<file path="src/rtl/uart_pkg.sv">
// Shared UART definitions: serializer state encoding and 100 MHz / 115200 baud constants.
package uart_pkg;

    typedef enum logic [2:0] {
        S_IDLE,
        S_START,
        S_DATA,
        S_STOP,
        S_DONE
    } uart_state_e;

    localparam int CLK_FREQ_HZ     = 100_000_000;
    localparam int BAUD_115200     = 115200;
    localparam int BAUD_DIV_115200 = CLK_FREQ_HZ / BAUD_115200;

endpackage

</file>
<file path="src/rtl/uart_baud_tick.sv">
// Bit-period counter: one-cycle tick on the last cycle of each BAUD_DIV-cycle period.
// Synchronous clear wins over enable; shared by the transmit and receive paths.
module uart_baud_tick
    import uart_pkg::*;
#(
    parameter int BAUD_DIV = BAUD_DIV_115200
) (
    input  logic CLK100MHZ,
    input  logic reset,
    input  logic clr,
    input  logic en,
    output logic tick
);

    localparam int              CW   = $clog2(BAUD_DIV);
    localparam logic [CW-1:0]   LAST = CW'(BAUD_DIV - 1);

    logic [CW-1:0] cnt_q;
    logic [CW-1:0] cnt_d;

    always_comb begin
        tick = en && (cnt_q == LAST);
    end

    always_comb begin
        cnt_d = cnt_q;
        if (clr || tick) begin
            cnt_d = '0;
        end else if (en) begin
            cnt_d = cnt_q + 1'b1;
        end
    end

    always_ff @(posedge CLK100MHZ or posedge reset) begin
        if (reset) begin
            cnt_q <= '0;
        end else begin
            cnt_q <= cnt_d;
        end
    end

endmodule

</file>
<file path="src/rtl/uart_tx_serializer.sv">
// 8N1 transmit serializer: byte accepted on TXEN in IDLE, TXD low on that edge, DONE pulse
// BAUD_DIV*(DATA_WIDTH+2) cycles later; TXEN is ignored until the cycle after DONE.
module uart_tx_serializer
    import uart_pkg::*;
#(
    parameter int DATA_WIDTH = 8,
    parameter int BAUD_DIV   = BAUD_DIV_115200
) (
    input  logic                  CLK100MHZ,
    input  logic                  reset,
    input  logic                  TXEN,
    input  logic [DATA_WIDTH-1:0] DATA,
    output logic                  TXD,
    output logic                  DONE,
    output logic                  BUSY
);

    localparam int             IW       = (DATA_WIDTH > 1) ? $clog2(DATA_WIDTH) : 1;
    localparam logic [IW-1:0]  LAST_BIT = IW'(DATA_WIDTH - 1);

    uart_state_e           state_q, state_d;
    logic [DATA_WIDTH-1:0] shreg_q, shreg_d;
    logic [IW-1:0]         bit_idx_q, bit_idx_d;
    logic                  txd_q, txd_d;
    logic                  baud_clr;
    logic                  baud_en;
    logic                  baud_tick;

    uart_baud_tick #(
        .BAUD_DIV (BAUD_DIV)
    ) u_baud (
        .CLK100MHZ (CLK100MHZ),
        .reset     (reset),
        .clr       (baud_clr),
        .en        (baud_en),
        .tick      (baud_tick)
    );

    always_ff @(posedge CLK100MHZ or posedge reset) begin
        if (reset) begin
            state_q   <= S_IDLE;
            shreg_q   <= '0;
            bit_idx_q <= '0;
            txd_q     <= 1'b1;
        end else begin
            state_q   <= state_d;
            shreg_q   <= shreg_d;
            bit_idx_q <= bit_idx_d;
            txd_q     <= txd_d;
        end
    end

    always_comb begin
        state_d   = state_q;
        shreg_d   = shreg_q;
        bit_idx_d = bit_idx_q;
        txd_d     = txd_q;
        case (state_q)
            S_IDLE: begin
                txd_d = 1'b1;
                if (TXEN) begin
                    shreg_d   = DATA;
                    bit_idx_d = '0;
                    txd_d     = 1'b0;
                    state_d   = S_START;
                end
            end
            S_START: begin
                if (baud_tick) begin
                    txd_d   = shreg_q[0];
                    state_d = S_DATA;
                end
            end
            S_DATA: begin
                if (baud_tick) begin
                    if (bit_idx_q == LAST_BIT) begin
                        txd_d   = 1'b1;
                        state_d = S_STOP;
                    end else begin
                        // TXD is registered, so it takes the bit that the shift exposes
                        shreg_d   = shreg_q >> 1;
                        bit_idx_d = bit_idx_q + 1'b1;
                        txd_d     = shreg_d[0];
                    end
                end
            end
            S_STOP: begin
                if (baud_tick) begin
                    state_d = S_DONE;
                end
            end
            S_DONE: begin
                txd_d   = 1'b1;
                state_d = S_IDLE;
            end
            default: begin
                txd_d   = 1'b1;
                state_d = S_IDLE;
            end
        endcase
    end

    always_comb begin
        TXD      = txd_q;
        DONE     = (state_q == S_DONE);
        BUSY     = (state_q != S_IDLE);
        baud_en  = state_q inside {S_START, S_DATA, S_STOP};
        // Every state entry restarts the bit period; IDLE keeps it parked at zero
        baud_clr = (state_d != state_q) || (state_q == S_IDLE);
    end

endmodule

</file>
<file path="config.mk">
export PLATFORM = sky130hd
export DESIGN_NAME = uart_tx_serializer
export DESIGN_NICKNAME = d
export VERILOG_FILES = /design/src/rtl/uart_pkg.sv /design/src/rtl/uart_baud_tick.sv /design/src/rtl/uart_tx_serializer.sv
export SDC_FILE = /design/constraint.sdc
export NUM_CORES = 1
export LEC_CHECK = 0
export BUFFER_PORTS_ARGS = -buffer_cell sky130_fd_sc_hd__buf_2
export CORE_ASPECT_RATIO = 0.6
export CORE_UTILIZATION = 43
export DETAILED_ROUTE_END_ITERATION = 12
export SLEW_MARGIN = 25
export SYNTH_ARGS = -nofsm -noshare
export SYNTH_HDL_FRONTEND = slang
export SYNTH_SLANG_ARGS = --single-unit
</file>
<file path="constraint.sdc">
create_clock -name CLK100MHZ -period 1.77 [get_ports CLK100MHZ]
set_input_delay 0.177 -clock CLK100MHZ [delete_from_list [all_inputs] [get_ports CLK100MHZ]]
set_output_delay 0.177 -clock CLK100MHZ [all_outputs]
set_load 0.02 [all_outputs]
</file>
**After elaboration in Yosys (flattened, before gate mapping)**

Cells that the tools add are included.

- Flip-flop bits (word level): 25
- Output and inout port bits: 3
- Word-level logic and storage cells: 50

- Add/sub/neg operators: 2
- Equality and inequality tests: 11
- Muxes and demuxes: 21
- Bitwise operators: 1
- Reduce and logical (&&, ||, !) cells: 10

Operators by type and width:

| cell | count |
|---|---|
| $mux 3 | 8 |
| $mux 8 | 3 |
| $mux 10 | 2 |
| $pmux 8 s2 | 1 |
| $pmux 3 s4 | 1 |
| $add 10x1->10 const B | 1 |
| $eq 10x10->1 const B | 1 |
| $eq 3x2->1 const B | 2 |
| $eq 3x3->1 const B | 2 |
| $pmux 3 s2 | 1 |
| $reduce_bool 3->1 | 2 |
| $mux 1 | 4 |
| $ne 2x1->1 const B | 2 |
| $ne 2x2->1 const B | 2 |
| $pmux 1 s4 | 1 |
| $reduce_and 4->1 | 1 |
| $reduce_bool 2->1 | 2 |
| $add 3x1->3 const B | 1 |
| $eq 3x1->1 const B | 1 |
| $logic_not 3->1 | 1 |
| $ne 3x3->1 | 1 |
| $reduce_and 3->1 | 1 |
| $logic_or 1x1->1 | 2 |
| $logic_and 1x1->1 | 1 |
| $not 1->1 | 1 |

**Logic depth before layout (Yosys ltp)**

Gate-level depths: netlist of run 1.

- Word-level depth: 9
- Gate-level depth with buffers: 7

**Cells and area by module**

Synthesis of run 1 repeated with hierarchy kept, for this count alone.

- Cells, all modules: 135
- Area, all modules: 1353.8 um^2

Modules (own cells, without submodules):

| module | times used | cells each | area an instance (um^2) |
|---|---|---|---|
| uart_tx_serializer | 1 | 84 | 822.0 |
| uart_baud_tick | 1 | 51 | 531.8 |

**Worst setup path before layout of run 1**

OpenSTA, ideal clock, no wires.

- Path kind: register -> register
- Start: reg bit_idx_q[0]
- End: reg shreg_q[2]
- Data arrival time: 1.694 ns
- Data required time: 1.645 ns
- Slack: -0.049 ns
- Stages on the path, launching flop included: 8
- Buffers on the path: 1
- Path through: dfrtp_1 > ha_1 > ha_1 > nor2b_1 > nand4_1 > a21boi_2 > buf_6 > mux2_2

- Cells in the longest elaborated chain, start to end: 3

RTL lines:

| what | RTL line | RTL |
|---|---|---|
| from (decl) | uart_tx_serializer.sv:23 | `logic [IW-1:0] bit_idx_q, bit_idx_d;` |
| from (signal assigned) | uart_tx_serializer.sv:48 | `bit_idx_q <= bit_idx_d;` |
| $eq 3x3->1 | uart_tx_serializer.sv:76 | `if (bit_idx_q == LAST_BIT) begin` |
| $ne 2x2->1 (no source line) | - |  |
| $reduce_and 4->1 (no source line) | - |  |
| to (signal assigned) | uart_tx_serializer.sv:47 | `shreg_q <= shreg_d;` |
| to (decl) | uart_tx_serializer.sv:22 | `logic [DATA_WIDTH-1:0] shreg_q, shreg_d;` |

Every way passes these cells.
A chain may end at the register's enable or synchronous reset.

**Worst setup path after layout of run 1**

Ends and elaborated chain as after synthesis.

==> results of run 1 <==
layout make-up:
cell class / count / area share
Clock buffer: 4 / 0.02771
Inverter: 5 / 0.01155
Multi-Input combinational cell: 81 / 0.4065
Sequential cell: 25 / 0.3857
Tap cell: 42 / 0.03233
Timing Repair Buffer: 33 / 0.1363
report_power, final:
part / switching [mW] / total, mW / internal, mW
combinational: 0.197 / 0.420 / 0.223
sequential: 0.0756 / 0.758 / 0.682
clock: 0.181 / 0.342 / 0.161
worst max path at each step:
stage,end,start
after CTS,shreg_q[4]$_DFFE_PP0P_,bit_idx_q[0]$_DFFE_PP0P_
final,shreg_q[2]$_DFFE_PP0P_,bit_idx_q[0]$_DFFE_PP0P_
after detailed placement,shreg_q[3]$_DFFE_PP0P_,bit_idx_q[0]$_DFFE_PP0P_
after global placement,shreg_q[4]$_DFFE_PP0P_,bit_idx_q[0]$_DFFE_PP0P_
after global routing,shreg_q[3]$_DFFE_PP0P_,bit_idx_q[1]$_DFFE_PP0P_
after floorplan,shreg_q[2]$_DFFE_PP0P_,bit_idx_q[0]$_DFFE_PP0P_
metal layers:
layer	part of all wire	wire length, µm	track usage	vias to the layer above
li1	-	-	-	466
met1	0.52	1368	0.2769	457
met2	0.43	1117	0.2766	20
met3	0.036	94	0.04100	4
met4	0.014	36	0.05882	0
met5	0	0	0	-
layout by cell type, fill, tap and decap left out, types with 2 or more instances in the layout:
cell type | synthesis | final
nand3_1 | 6 | 6
mux2_2 | 13 | 11
inv_1 | 4 | 4
nor3_1 | 3 | 3
xnor2_1 | 4 | 4
o2bb2ai_1 | 2 | 2
nand2_1 | 2 | 2
dfrtp_1 | 24 | 24
nand4_1 | 5 | 5
buf_2 | 2 | 13
ha_2 | 0 | 2
xor2_1 | 5 | 5
clkbuf_8 | 0 | 3
nor2_1 | 15 | 15
nand2b_1 | 2 | 2
buf_4 | 0 | 18
mux2_4 | 0 | 3
synthesized netlist by cell type (3+ instances only):
| library cell | instances |
|---|---|
| nor3_1 | 3 |
| xor2_1 | 5 |
| mux2_2 | 13 |
| xnor2_1 | 4 |
| nand4_1 | 5 |
| dfrtp_1 | 24 |
| ha_1 | 3 |
| inv_1 | 4 |
| nor2_1 | 15 |
| nand3_1 | 6 |
flip-flops by register name, indices dropped and copies added, names as in the netlist:
name	flops
shreg_q	8
state_q	3
u_baud.cnt_q	10
TXD	1
bit_idx_q	3
cell families (layout without fill, tap and decap cells):
logic type / Yosys count / after routing / synth area share
AND/OR/NAND/NOR: 44 / 44 / 0.1909
flip-flops: 25 / 25 / 0.4831
multiplexers: 16 / 16 / 0.1379
XOR/XNOR: 9 / 9 / 0.06075
buffers and inverters: 9 / 42 / 0.03953
AO/OA/AOI/OAI: 8 / 8 / 0.05112
adder cells (fa/ha/maj): 4 / 4 / 0.03665
timing repair:
action	CTS	global route
gates cloned	1	0
endpoints found under the setup margin	8	17
pin swaps	0	0
hold endpoints to repair	24	0
setup buffers	1	0
hold buffers	1	0
gates resized for setup	6	3
worst min-delay path, stage by stage:
cell,delay [ps]
buf_2,70
mux2_2,140
mux2_1,110
through the flow:
stage / hold slack [ps] / std cells / util / setup TNS, ps / cell area, µm²
2_1_floorplan: 203.6 / 115 / - / 0 / 1305
3_3_place_gp: 242.2 / 183 / 0.5285 / 0 / 1518
3_5_place_dp: 255.8 / 183 / 0.5285 / -491.5 / 1518
4_1_cts: 252.6 / 190 / 0.5612 / -285.2 / 1612
5_1_grt: 251.5 / 190 / 0.5660 / -1020 / 1625
6_report: 254.7 / 190 / 0.5660 / -167.7 / 1625
==> results.sh, run 1 <==
export IMPL_die_w_um=72.92
export IMPL_nets=163
export IMPL_timing_final_crit_period_ps=1804
export IMPL_drtPass1Iterations=4
export IMPL_min_delay_path_depth=3
export IMPL_ys_flop_type="dfrtp_1"
export IMPL_ff_latch_area_um2=626.9
export IMPL_synth_top_area_cell="dfrtp_1"
export IMPL_initialDrtViolationCount=50
export IMPL_insertion_delay_ps=270
export IMPL_drive_gt1_frac=0.4122
export IMPL_timing_rr_end="shreg_q[2]$_DFFE_PP0P_"
export IMPL_max_cap_viol_count=0
export IMPL_path_depth=7
export IMPL_portBuffers=13
export IMPL_clock_skew_ps=6.069
export IMPL_grtUsageTotal=0.1880
export IMPL_failed_checks="setup timing"
export IMPL_die_h_um=44.55
export IMPL_multi_input_area_um2=660.6
export IMPL_path_delay_family="flip-flops"
export IMPL_timing_fmax_mhz=554.3
export IMPL_synth_cell_area_um2=1297
export IMPL_yosys_warnings=0
export IMPL_grt_max_degree=26
export IMPL_crit_path_max_incr_delay_ps=390
export IMPL_synth_cell_type_count=36
export IMPL_route_vias_total=947
export IMPL_leakage_nw=0.7258
export IMPL_wirelength_mm=2.616
export IMPL_min_path_type="in2reg"
export IMPL_crit_path_cell_trace="ha_2, ha_4, nor2b_4, nand4_1, a21boi_2, buf_6, mux2_2"
export IMPL_syn_inst=115
export IMPL_ys_seq_area_frac=0.4831
export IMPL_cp_required_ps=1930
export IMPL_viasPerCell=4.984
export IMPL_clk_path_buf_depth=2
export IMPL_cts_htree_levels=1
export IMPL_clock_sinks=25
export IMPL_syn_area_per_cell_um2=11.28
export IMPL_cellPowerDensity_nw_per_um2=935.6
export IMPL_clockRootBuffer="clkbuf_8"
export IMPL_rows=15
export IMPL_hold_viol_final=0
export IMPL_first_global_vias=938
export IMPL_core_area_um2=2872
export IMPL_reg2regPathDepth=7
export IMPL_ir_drop_mv=0.4054
export IMPL_tritoncts_num_buffers=3
export IMPL_power_mw=1.521
export IMPL_status="complete, but fails checks"
export IMPL_crit_arrival_ps=1960
export IMPL_grt_pass1_wl_mm=4.457
export IMPL_crit_type="reg2reg"
export IMPL_maxSlewHeadroom=0.7851
export IMPL_fillers=253
export IMPL_rr_startpoint="bit_idx_q[0]$_DFFE_PP0P_"
export IMPL_grt_overflow=0
export IMPL_async_reset_ff_frac=1.000
export IMPL_dp_hpwl_mm=1.923
export IMPL_rrSetupSlack_ps=-30
export IMPL_hold_start="DATA[0]"
export IMPL_path_clk_slew_ps=90
export IMPL_synth_edf_count=0
export IMPL_n_antenna_cell=0
export IMPL_worst_slack_ps=-34.03
export IMPL_startpoint_type="register"
export IMPL_synthToLayoutAreaGrowth_pct=25.27
export IMPL_final_setup_viol_count=8
export IMPL_antenna_found_initial=0
export IMPL_drc=0
export IMPL_cts_tree="done"
export IMPL_dp_slack_ps=-72.53
export IMPL_synth_nets=129
export IMPL_worstSetupEndpointType="register"
export IMPL_holdPathEnd="shreg_q[0]$_DFFE_PP0P_"
export IMPL_start_util=0.4519
export IMPL_slowest_stage="dfrtp_1"
export IMPL_rsz0062_at_grt="true"
export IMPL_slew_viol_final=0
export IMPL_die_area_um2=3248
export IMPL_cp_max_fo=5
export IMPL_io_pins=14
export IMPL_ys_ff_latch=25
export IMPL_crit_buf_inv=1
export IMPL_synth_area_leaders="dfrtp_1 (46%), mux2_2 (11%), nor2_1 (4.3%)"
export IMPL_ant_nets=0
export IMPL_wl_per_cell_um=13.77
export IMPL_gp_congestion=0.8289
export IMPL_yosys_area_top_type_share=0.4629
export IMPL_tightest_slew_ps=319.9
export IMPL_period_share=1.019
Note: power is estimated with default switching activity, not from simulation.
==> inputs of run 2 (changes only) <==
Settings changed: RECOVER_POWER from default to 100, SETUP_SLACK_MARGIN from default to 0.05.
Clock period 1.77 ns to 2.3 ns, I/O delays scaled along.
==> run 2 against run 1 <==
Compared with the run above:
- the flow now finishes without violations
- clock power shrank 25%
- hold slack gained 60 ps
- critical path depth is the same
- setup slack gained 330 ps
- final area shrank 12%
- first-iteration DRC count shrank 12%
- largest cell class is now flip-flops and latches
==> results.sh, run 2 (synthesis results as in run 1) <==
export IMPL_dp_slack_ps=328.0
export IMPL_tightest_slew_ps=1354
export IMPL_cts_setup_buffers=0
export IMPL_first_global_vias=747
export IMPL_grt_overflow=0
export IMPL_fin_hold_ws_ps=314.9
export IMPL_leakage_nw=0.6279
export IMPL_timing_final_crit_period_ps=2002
export IMPL_dp_hpwl_mm=1.660
export IMPL_final_setup_viol_count=0
export IMPL_tritoncts_num_buffers=3
export IMPL_final_common_cell="dfrtp_1"
export IMPL_timing_fmax_mhz=499.5
export IMPL_status="completed"
export IMPL_drtPass1Iterations=4
export IMPL_drive_gt1_frac=0.2595
export IMPL_start_util=0.4519
export IMPL_tns_ps=0
export IMPL_core_area_um2=2872
export IMPL_hold_viol_final=0
export IMPL_rows=15
export IMPL_die_w_um=72.92
export IMPL_slew_viol_final=0
export IMPL_ctsHoldBuffers=0
export IMPL_regMostFlops="u_baud.cnt_q"
export IMPL_grt_max_degree=26
export IMPL_wl_per_cell_um=12.94
export IMPL_synthToLayoutAreaGrowth_pct=10.80
export IMPL_crit_type="reg2reg"
export IMPL_maxSlewHeadroom=0.09730
export IMPL_p_seq_frac=0.577
export IMPL_n_antenna_cell=0
export IMPL_power_mw=1.061
export IMPL_clock_sinks=25
export IMPL_clock_skew_ps=2.688
export IMPL_place_inst=169
export IMPL_min_path_type="in2reg"
export IMPL_antenna_found_initial=0
export IMPL_ant_nets=0
export IMPL_cts_tree="done"
export IMPL_startpoint_type="register"
export IMPL_portBuffers=13
export IMPL_largest_registers="u_baud.cnt_q (10), shreg_q (8)"
export IMPL_die_h_um=44.55
export IMPL_io_pins=14
export IMPL_cp_max_fo=11
export IMPL_route_vias_total=870
export IMPL_switching_power_mw=0.3150
export IMPL_cp_required_ps=2450
export IMPL_insertion_delay_ps=260
export IMPL_fillers=275
export IMPL_stdcell_count=173
export IMPL_period_share=0.8704
export IMPL_worst_slack_ps=298.1
export IMPL_initialDrtViolationCount=44
export IMPL_die_area_um2=3248
export IMPL_final_cell_mix="dfrtp_1 (24), nor2_1 (15), mux2_2 (13), buf_2 (10), nand3_1 (6)"
export IMPL_clk_path_buf_depth=2
export IMPL_drc=0
export IMPL_grtUsageTotal=0.1538
export IMPL_viasPerCell=5.029
export IMPL_max_cap_viol_count=0
export IMPL_worstSetupEndpointType="register"
export IMPL_clockRootBuffer="clkbuf_8"
export IMPL_wirelength_mm=2.238
export IMPL_cts_resized=0
export IMPL_crit_arrival_ps=2160
export IMPL_cts_htree_levels=1
export IMPL_rsz0062_at_grt="false"
export IMPL_p_sw_frac=0.2969
export IMPL_ir_drop_mv=0.2877
export IMPL_largest_register_ffs=10
export IMPL_cellPowerDensity_nw_per_um2=738.0
export IMPL_power_frac_clock=0.243
export IMPL_pwr_share_comb=0.180
export IMPL_internal_power_mw=0.7460
export IMPL_grt_pass1_wl_mm=3.712
export IMPL_nets=146
export IMPL_path_clk_slew_ps=90
export IMPL_gp_congestion=0.7690
-- run 2: per-layer routing --
layer  track usage  share of wire
met5             0              0
met1        0.2386           0.55
met3       0.04784          0.049
met4       0.01176              0
met2        0.2150           0.40
-- run 2: critical path, cell delays in order (launching register included) --
cell,delay (ps)
dfrtp_1,400
ha_1,200
ha_1,220
nor2b_1,190
nand4_1,170
a21boi_2,170
buf_4,200
mux2_2,350
-- run 2: worst paths after layout --
kind                       depth (start not counted)  slack (ps)                        to                      from
max                                                7         300    shreg_q[5]$_DFFE_PP0P_  bit_idx_q[0]$_DFFE_PP0P_
min                                                3         310    shreg_q[1]$_DFFE_PP0P_                   DATA[1]
max reg2reg                                        7         300    shreg_q[5]$_DFFE_PP0P_  bit_idx_q[0]$_DFFE_PP0P_
min reg2reg                                        1         500  bit_idx_q[0]$_DFFE_PP0P_  bit_idx_q[0]$_DFFE_PP0P_
max in group asynchronous                          3        1110    shreg_q[0]$_DFFE_PP0P_                     reset
min in group asynchronous                          3         400  bit_idx_q[0]$_DFFE_PP0P_                     reset
-- run 2: layout make-up --
| cell class | instances | area (µm²) | area share |
|---|---|---|---|
| Timing Repair Buffer | 16 | 80.08 | 0.05570 |
| Multi-Input combinational cell | 81 | 614.3 | 0.4273 |
| Tap cell | 42 | 52.55 | 0.03655 |
| Clock buffer | 4 | 45.04 | 0.03133 |
| Inverter | 5 | 18.77 | 0.01305 |
| Sequential cell | 25 | 626.9 | 0.4360 |
-- run 2: per-stage QoR --
step / instance area, µm² / util
6_report: 1438 / 0.5007
5_1_grt: 1438 / 0.5007
3_3_place_gp: 1405 / 0.4893
2_1_floorplan: 1297 / -
3_5_place_dp: 1405 / 0.4893
4_1_cts: 1450 / 0.5050
-- run 2: power by group through the flow --
stage	Combinational [mW]	Sequential [mW]	Clock, mW
2_1_floorplan	0.156	0.603	0
3_3_place_gp	0.190	0.620	0
6_report	0.191	0.612	0.258
5_1_grt	0.221	0.629	0.283
4_1_cts	0.196	0.611	0.269
3_5_place_dp	0.194	0.620	0
